[src/rtl/prog_clk_div_pkg.sv]
// Shared constants and the high-time clamp rule for the programmable clock divider.
package prog_clk_div_pkg;

    localparam int MIN_DIV = 2;

    // Widest legal field; callers widen to this and narrow the result back.
    function automatic logic [15:0] clamp_high(input logic [15:0] div, input logic [15:0] high);
        if (high == 16'd0) return 16'd1;
        if (high >= div)   return div - 16'd1;
        return high;
    endfunction

endpackage

[src/rtl/clk_div_chan.sv]
// One divider channel: period counter, active/shadow settings and registered outputs.
module clk_div_chan
    import prog_clk_div_pkg::*;
#(
    parameter int CW       = 8,
    parameter int DEF_DIV  = 7,
    parameter int DEF_HIGH = 3
) (
    input  logic          i_clk,
    input  logic          i_rst,
    input  logic          i_en,
    input  logic          i_wr,
    input  logic [CW-1:0] i_wr_div,
    input  logic [CW-1:0] i_wr_high,
    output logic          o_pend,
    output logic          o_clk,
    output logic          o_tick
);

    localparam logic [CW-1:0] ONE = CW'(1);

    logic [CW-1:0] cnt_q, cnt_d;
    logic [CW-1:0] div_q, div_d;
    logic [CW-1:0] high_q, high_d;
    logic [CW-1:0] sdiv_q, sdiv_d;
    logic [CW-1:0] shigh_q, shigh_d;
    logic          pend_q, pend_d;
    logic          clk_q, clk_d;
    logic          tick_q, tick_d;
    logic [CW-1:0] wr_high_c;
    logic          wrap;

    assign wr_high_c = CW'(clamp_high(16'(i_wr_div), 16'(i_wr_high)));
    assign wrap      = (cnt_q == div_q - ONE);

    always_comb begin
        // NOTE: every _d gets its hold value first, so no path through this block infers a latch.
        cnt_d   = cnt_q;
        div_d   = div_q;
        high_d  = high_q;
        sdiv_d  = sdiv_q;
        shigh_d = shigh_q;
        pend_d  = pend_q;
        clk_d   = i_en && (cnt_q < high_q);
        tick_d  = i_en && (cnt_q == '0);

        if (i_en) begin
            cnt_d = wrap ? '0 : cnt_q + ONE;
            // Swapping settings only at the period boundary keeps o_clk glitch-free.
            if (wrap && pend_q) begin
                div_d  = sdiv_q;
                high_d = shigh_q;
                pend_d = 1'b0;
            end
        end else begin
            cnt_d = '0;
            if (pend_q) begin
                div_d  = sdiv_q;
                high_d = shigh_q;
                pend_d = 1'b0;
            end
        end

        // The top only writes when pend_q is clear, so this never collides with the swap.
        if (i_wr) begin
            if (i_en) begin
                sdiv_d  = i_wr_div;
                shigh_d = wr_high_c;
                pend_d  = 1'b1;
            end else begin
                div_d  = i_wr_div;
                high_d = wr_high_c;
            end
        end
    end

    always_ff @(posedge i_clk) begin
        if (i_rst) begin
            // NOTE: sequential state uses non-blocking assignments so all registers update together.
            cnt_q   <= '0;
            div_q   <= CW'(DEF_DIV);
            high_q  <= CW'(DEF_HIGH);
            sdiv_q  <= '0;
            shigh_q <= '0;
            pend_q  <= 1'b0;
            clk_q   <= 1'b0;
            tick_q  <= 1'b0;
        end else begin
            cnt_q   <= cnt_d;
            div_q   <= div_d;
            high_q  <= high_d;
            sdiv_q  <= sdiv_d;
            shigh_q <= shigh_d;
            pend_q  <= pend_d;
            clk_q   <= clk_d;
            tick_q  <= tick_d;
        end
    end

    assign o_pend = pend_q;
    assign o_clk  = clk_q;
    assign o_tick = tick_q;

endmodule

[src/rtl/prog_clk_div.sv]
// Multi-channel programmable clock divider with a shared configuration port.
module prog_clk_div
    import prog_clk_div_pkg::*;
#(
    parameter int NCH      = 4,
    parameter int CW       = 8,
    parameter int DEF_DIV  = 7,
    parameter int DEF_HIGH = 3,
    localparam int CHW     = (NCH > 1) ? $clog2(NCH) : 1
) (
    input  logic           i_clk,
    input  logic           i_rst,
    input  logic [NCH-1:0] i_en,
    input  logic           i_cfg_valid,
    output logic           o_cfg_ready,
    input  logic [CHW-1:0] i_cfg_ch,
    input  logic [CW-1:0]  i_cfg_div,
    input  logic [CW-1:0]  i_cfg_high,
    output logic           o_cfg_err,
    output logic [NCH-1:0] o_clk,
    output logic [NCH-1:0] o_tick
);

    logic [NCH-1:0] pend;
    logic [NCH-1:0] wr;
    logic           cfg_ready;
    logic           accept;
    logic           bad_div;
    logic           err_q, err_d;

    // Channel indices beyond NCH match no entry and so stay not-ready.
    always_comb begin
        cfg_ready = 1'b0;
        for (int n = 0; n < NCH; n++) begin
            if (i_cfg_ch == CHW'(n)) cfg_ready = !pend[n];
        end
    end

    assign o_cfg_ready = cfg_ready;
    assign accept      = i_cfg_valid && cfg_ready && !i_rst;
    assign bad_div     = (i_cfg_div < CW'(MIN_DIV));
    assign err_d       = accept && bad_div;

    always_comb begin
        wr = '0;
        for (int n = 0; n < NCH; n++) begin
            wr[n] = accept && !bad_div && (i_cfg_ch == CHW'(n));
        end
    end

    always_ff @(posedge i_clk) begin
        if (i_rst) err_q <= 1'b0;
        else       err_q <= err_d;
    end

    assign o_cfg_err = err_q;

    for (genvar g = 0; g < NCH; g++) begin : g_chan
        clk_div_chan #(
            .CW       (CW),
            .DEF_DIV  (DEF_DIV),
            .DEF_HIGH (DEF_HIGH)
        ) u_chan (
            .i_clk     (i_clk),
            .i_rst     (i_rst),
            .i_en      (i_en[g]),
            .i_wr      (wr[g]),
            .i_wr_div  (i_cfg_div),
            .i_wr_high (i_cfg_high),
            .o_pend    (pend[g]),
            .o_clk     (o_clk[g]),
            .o_tick    (o_tick[g])
        );
    end

endmodule

[config.mk]
export PLATFORM = sky130hd
export DESIGN_NAME = prog_clk_div
export DESIGN_NICKNAME = d
export VERILOG_FILES = /design/src/rtl/prog_clk_div_pkg.sv /design/src/rtl/clk_div_chan.sv /design/src/rtl/prog_clk_div.sv
export SDC_FILE = /design/constraint.sdc
export NUM_CORES = 1
export LEC_CHECK = 0
export ABC_AREA = 0
export CORE_MARGIN = 3
export CORE_UTILIZATION = 62
export DETAILED_ROUTE_END_ITERATION = 12
export PLACE_DENSITY = 0.81
export SKIP_CTS_REPAIR_TIMING = 1
export SLEW_MARGIN = 10
export SYNTH_ARGS = -nofsm -noshare
export SYNTH_HDL_FRONTEND = slang
export SYNTH_SLANG_ARGS = --single-unit
[constraint.sdc]
create_clock -name i_clk -period 4 [get_ports i_clk]
set_clock_uncertainty 0.2 [all_clocks]
set_input_delay 1 -clock i_clk [delete_from_list [all_inputs] [get_ports i_clk]]
set_output_delay 1 -clock i_clk [all_outputs]
set_load 0.01 [all_outputs]
==> results.ini, run 1 <==
[run_status]
outcome = complete, no violations

[clock_tree]
clockRootBuffer = clkbuf_16
clkTransAtPathRegs_ns = 0.06
htree_levels = 4
cts.sinks = 173
cts_tree = yes
worstSkewPairLatency_ns = 0.43
cts_max_path_buffers = 2
numCtsBuffers = 17

[synthesis]
yosys_most_used_dff = dfxtp_1
synth_most_common_cell = dfxtp_1
synth_nets = 1319
synthTopCellsByCount = 173 x dfxtp_1, 133 x nor2_1, 117 x nand2_1
synth_edf_count = 0
synth_cell_types = 74
synthCells = 1245
netlist_area_sq_um = 10400
async_reset_ff_share_pct = 0
synth-seq-area-share_pct = 33.2
synth.largest_area_cell = dfxtp_1
synth.area.top_cells = dfxtp_1 33%, mux2i_1 10%, a211oi_1 7.6%, ha_1 5.9%, nor2_1 4.8%
synth_top_area_share_pct = 33.2
syn_avg_cell_area_sq_um = 8.37
yosys_warnings = 0
ys_seq_elements = 173

[detailed_routing]
top_layer = met4
drt_first_pass_iters = 6
post_drt_wl_per_cell_um = 18.3
wl_met3_um = 1980
num_vias = 9328
met1Wirelength_um = 12000
vias_per_cell = 6.25
drc = 0
wl_um = 27300
wl_met2_um = 12600
ant_nets = 0
detail_route.iter0.violations = 978

[power_and_ir_drop]
power_density_nw_per_um2 = 338
peakVddDrop_mv = 0.340
p_total_mw = 3.94
power_leakage_nw = 4.71

[worst_hold_path]
hold_path_end = g_chan[1].u_chan.sdiv_q[3]$_SDFFE_PP0P_
hold_path.class = reg -> reg
hold_path_depth = 2
hp-start = g_chan[1].u_chan.sdiv_q[3]$_SDFFE_PP0P_

[floorplan]
start_util_pct = 64.4
die_x_um = 136
dieArea_sq_um = 18400
die_h_um = 136
core_sq_um = 16200
rows = 46
io_pins = 35

[place]
gp_congestion = 0.952
io_buffers = 34
place_hpwl_um = 18600
preCtsSetupSlack_ns = -0.294

[critical_path]
worst-path-buf-inv = 4
reg2reg_to = g_chan[2].u_chan.high_q[2]$_SDFF_PP0_
slowest_stage = a2111oi_0
worstPathRequired_ns = 4.12
worstReg2RegStart = g_chan[2].u_chan.div_q[2]$_SDFF_PP1_
worstPathMaxFanout = 11
worstPathCellList = clkdlybuf4s50_1 -> inv_1 -> ha_1 -> nand2b_1 -> a2111oi_0 -> nor3_1 -> nor2_1 -> buf_4 -> mux2i_1 -> buf_4 -> a211oi_1 -> a211o_1
worst-setup-path-type = in -> reg
critical_path.top_delay_family = buffers and inverters
crit_start = i_cfg_high[0]
cp-end-kind = flip-flop
cpPeakStageDelay_ns = 0.62
reg2regPathDepth = 6
crit_path_start_kind = input pin
r2r_slack_ns = 0.85
crit_path_frequent_cell = buf_4
cp.arrival_ns = 3.98

[timing]
fin_ws_ns = 0.137
finalHoldViolCount = 0
rsz0062_at_grt = no
fmaxAchievable_mhz = 259
slew_violations = 0
setup_viol = 0
tightest_slew_ns = 1.10
fin_crit_ns = 3.86
finalCritPeriodShare_pct = 96.6
slew-limit-headroom_pct = 26.2

[flow_run]
maxCapViolations = 0

[layout]
area_delta_synth_final_pct = 11.8
n_fill_cell = 1258
drive_gt1_share_pct = 9.56
num-nets-final = 1340
antenna-diode-count = 0

[grt]
grt_pass1_vias = 8579
grt_max_degree = 71
grt_pass1_wl_um = 44200
antenna_found_initial = 0
track_usage_pct = 29.9
grt-ovfl-total = 0

metal layers:
metal	vias up	global-route usage, %
met2	340	48.2
met1	4459	40.6
met4	0	10.1
met5	-	0
met3	60	5.24
li1	4469	-
layout make-up:
type	instances	area (sq um)	share of cell area (%)
clock buffers	22	454	3.90
well taps	216	270	2.32
multi-input cells	911	6310	54.1
repair buffers	97	838	7.20
inverters	66	248	2.13
flip-flops and latches	173	3460	29.7
clock inverters	7	68.8	0.591
cells by family after synthesis:
| kind of cell | share of synthesized area (%) |
|---|---|
| AND/OR/NAND/NOR | 17.8 |
| AO/OA/AOI/OAI | 19.1 |
| flip-flops | 33.2 |
| buffers and inverters | 6.45 |
| multiplexers | 11.8 |
| XOR/XNOR | 5.63 |
| adder cells (fa/ha/maj) | 5.89 |
placed cells by master (no fill, tap or decap), types with 5 or more instances in the layout:
master           Yosys  final
o21ai_1              9      9
nand3_1             30     30
nand2_1            117    117
o21ai_0             28     28
or3_1                7      7
a21oi_1             59     59
nand4_1              7      7
mux2i_1            106    105
a21o_1              19     19
ha_1                49     49
or4_1                5      5
a31oi_1              5      5
o211ai_1             6      6
nor3_1              17     16
nand2b_1            11     11
and3_1              14     14
clkdlybuf4s50_1      0     32
o22ai_1              6      6
a2111oi_0            6      6
xnor2_1             35     35
a211o_1              7      7
nor2b_1              7      7
nor2_1             133    133
buf_4               10     62
inv_1               65     65
a211oi_1           105    105
mux2_2              11     11
nor4_1              12     12
clkbuf_16            0     17
dfxtp_1            173    173
xor2_1              32     32
how the worst max path moves through the flow:
stage,end,slack [ns],cells past startpoint
after floorplan,g_chan[0].u_chan.high_q[1]$_SDFF_PP1_,0.34,10
after global placement,g_chan[0].u_chan.sdiv_q[7]$_SDFFE_PP0P_,-0.24,7
after detailed placement,g_chan[0].u_chan.sdiv_q[3]$_SDFFE_PP0P_,-0.29,7
after CTS,o_cfg_ready,-0.11,5
after global routing,g_chan[0].u_chan.high_q[1]$_SDFF_PP1_,0.03,12
final,g_chan[0].u_chan.high_q[1]$_SDFF_PP1_,0.14,12
registers in the layout, indices dropped and copies added, names as in the netlist:
name / cells
o_cfg_err: 1
g_chan.u_chan.div_q: 32
g_chan.u_chan.cnt_q: 32
g_chan.u_chan.sdiv_q: 32
g_chan.u_chan.o_clk: 4
g_chan.u_chan.high_q: 32
g_chan.u_chan.shigh_q: 32
g_chan.u_chan.o_pend: 4
g_chan.u_chan.o_tick: 4
where the power goes:
| part | leakage (nW) | switching (mW) | internal [mW] | total (mW) |
|---|---|---|---|---|
| Clock | 0.252 | 0.670 | 0.860 | 1.53 |
| Sequential | 1.41 | 0.0646 | 1.78 | 1.84 |
| Combinational | 3.05 | 0.326 | 0.239 | 0.566 |
per-stage QoR:
stage               cells  hold slack [ns]  instance area [sq um]  util [%]  TNS, ns
detailed placement   1463            0.264                  11100      68.8    -6.04
floorplan            1245            0.245                  10400         -        0
global route         1492            0.294                  11600      72.0        0
finish               1492            0.271                  11600      72.0        0
global placement     1463            0.255                  11100      68.8    -2.35
CTS                  1492            0.272                  11600      72.0   -0.113
worst reg2reg max path: stages, from the launching register on:
cell,delay [ns]
dfxtp_1,0.38
or3_1,0.43
or4_4,0.51
a2111oi_4,0.44
o2111ai_4,0.46
mux2i_1,0.23
a2111oi_0,0.38
No activity file was read; power rests on OpenSTA's default activity.
==> inputs of run 2 (changes only) <==
--- a/config.mk
+++ b/config.mk
@@ -6,7 +6,6 @@
 export NUM_CORES = 1
 export LEC_CHECK = 0
 export ABC_AREA = 0
-export CORE_MARGIN = 3
 export CORE_UTILIZATION = 62
 export DETAILED_ROUTE_END_ITERATION = 12
 export PLACE_DENSITY = 0.81
==> run 2 against run 1 <==
Critical path depth decreased by 7. Highest routed layer unchanged. Hold slack lost 0.0014 ns. Global-route usage increased by 2.3 points. Worst setup slack improved by 0.17 ns.
==> results.ini, run 2 (synthesized netlist as in run 1, its figures left out) <==
[clock_tree]
cts_max_path_buffers = 2  ; unchanged
cts_tree = yes
clkTransAtPathRegs_ns = 0.07  ; about the same
worstSkewPairLatency_ns = 0.44  ; about the same
cts.sinks = 173  ; unchanged
htree_levels = 4  ; unchanged
numCtsBuffers = 17  ; unchanged
clockRootBuffer = clkbuf_16

[worst_hold_path]
hold_path.class = reg -> reg

[timing]
fmaxAchievable_mhz = 270  ; +4.5%
slew_violations = 0  ; unchanged
rsz0062_at_grt = no
finalHoldViolCount = 0  ; unchanged
finalCritPeriodShare_pct = 92.4  ; -4.1 points
fin_worst_hold_slack_ns = 0.270  ; -0.00144 ns
fin_crit_ns = 3.70  ; -0.165 ns
fin_setup_tns_ns = 0  ; unchanged
tightest_slew_ns = 1.08  ; -0.0173 ns
setup_viol = 0  ; unchanged
slew-limit-headroom_pct = 27.4  ; +1.2 points

[floorplan]
dieArea_sq_um = 17300  ; -5.8%
io_pins = 35  ; unchanged
core_sq_um = 16500  ; +1.8%
die_x_um = 132  ; -2.9%
rows = 47  ; +2.2%
die_h_um = 132  ; -2.9%
start_util_pct = 63.3  ; -1.1 points

[critical_path]
worstPathRequired_ns = 2.80  ; -1.32 ns
cp.arrival_ns = 2.50  ; -1.48 ns
worst-setup-path-type = in -> out
worstPathMaxFanout = 6  ; -5
crit_path_start_kind = input pin
cp-end-kind = primary output

[power_and_ir_drop]
power_leakage_nw = 4.79  ; +1.6%
power_density_nw_per_um2 = 359  ; +6.0%
peakVddDrop_mv = 0.325  ; -4.2%

[layout]
multiInputGateArea_sq_um = 6300  ; about the same
final_common_cell = dfxtp_1
final_core_util_pct = 71.7  ; -0.34 points
area_delta_synth_final_pct = 13.3
n_fill_cell = 1204  ; -4.3%
final_cell_mix = 173 x dfxtp_1, 133 x nor2_1, 117 x nand2_1
drive_gt1_share_pct = 10.1  ; +0.59 points
num-nets-final = 1343  ; +0.22%
antenna-diode-count = 0  ; unchanged
seq_area_sq_um = 3460  ; unchanged

[detailed_routing]
num_vias = 9331  ; +0.032%
detail_route.iter0.violations = 920  ; -5.9%
drt_first_pass_iters = 5  ; -1
wl_um = 27300  ; about the same
ant_nets = 0  ; unchanged
drc = 0  ; unchanged
vias_per_cell = 6.22  ; -0.57%
post_drt_wl_per_cell_um = 18.2  ; -0.65%

[grt]
grt_pass1_vias = 8716  ; +1.6%
grt_pass1_wl_um = 44600  ; +0.88%
grt_max_degree = 67  ; -5.6%
grt-ovfl-total = 0  ; unchanged
track_usage_pct = 32.2  ; +2.3 points
antenna_found_initial = 0  ; unchanged

[run_status]
outcome = complete, no violations

[place]
gp_congestion = 0.953  ; +0.15%
io_buffers = 34  ; unchanged
place_hpwl_um = 18500  ; -0.58%

[flow_run]
maxCapViolations = 0  ; unchanged

run 2: changes by cell type in the layout (fill, tap and decap cells not counted), sizes merged:
cell      previous run  this run
buf                 64        67
bufinv               1         4
clkinvlp             2         3
clkbuf              22        21
clkinv               5         4
run 2: where the power goes:
part	switching (mW)	leakage (nW)	internal [mW]	total [mW]
Sequential	0.0630	1.41	1.78	1.84
Clock	0.708	0.307	1.11	1.82
Combinational	0.329	3.07	0.244	0.573
run 2: through the flow:
step / total power [mW] / setup slack, ns / instance area [sq um] / cells
2_1_floorplan: 2.23 / 0.338 / 10400 / 1245
3_3_place_gp: 2.42 / -0.0269 / 11200 / 1470
3_5_place_dp: 2.44 / -0.167 / 11200 / 1470
4_1_cts: 4.23 / -0.0636 / 11800 / 1501
5_1_grt: 4.35 / 0.150 / 11800 / 1501
6_report: 4.23 / 0.302 / 11800 / 1501
run 2: area by class of cell:
type                       instances  area share, %
inverter                          66           2.10
clock buffer                      21           4.07
sequential                       173           29.3
timing repair buffer             100           7.40
multi-input combinational        911           53.4
clock inverter                    10           1.37
tap                              220           2.33
run 2: final timing paths:
kind | start | slack [ns] | end | depth (start not counted)
setup / recovery | i_cfg_ch[0] | 0.30 | o_cfg_ready | 5
setup reg to reg | g_chan[2].u_chan.div_q[2]$_SDFF_PP1_ | 0.86 | g_chan[2].u_chan.high_q[2]$_SDFF_PP0_ | 6
hold / removal | g_chan[3].u_chan.shigh_q[0]$_SDFFE_PP0P_ | 0.27 | g_chan[3].u_chan.shigh_q[0]$_SDFFE_PP0P_ | 2
hold reg to reg | g_chan[3].u_chan.shigh_q[0]$_SDFFE_PP0P_ | 0.27 | g_chan[3].u_chan.shigh_q[0]$_SDFFE_PP0P_ | 2
run 2: metal layers:
metal	GRT usage [%]	part of all wire (%)	vias up
met5	0	0	-
met2	52.4	46	333
met4	13.8	3.4	0
li1	-	-	4485
met3	5.29	6.5	85
met1	42.0	44	4428
run 2: critical path, stage by stage:
cell             delay (ns)
dlymetal6s2s_1         0.26
mux2_1                 0.36
o21ai_0                0.18
buf_4                  0.16
clkdlybuf4s50_1        0.53
==> inputs of run 3 (changes only) <==
--- a/config.mk
+++ b/config.mk
@@ -7,6 +7,7 @@
 export LEC_CHECK = 0
 export ABC_AREA = 0
 export CORE_UTILIZATION = 62
+export CTS_CLUSTER_DIAMETER = 60
 export DETAILED_ROUTE_END_ITERATION = 12
 export PLACE_DENSITY = 0.81
 export SKIP_CTS_REPAIR_TIMING = 1
==> results of run 3 <==
Final layout, timing and power as in run 2 (identical DEF).
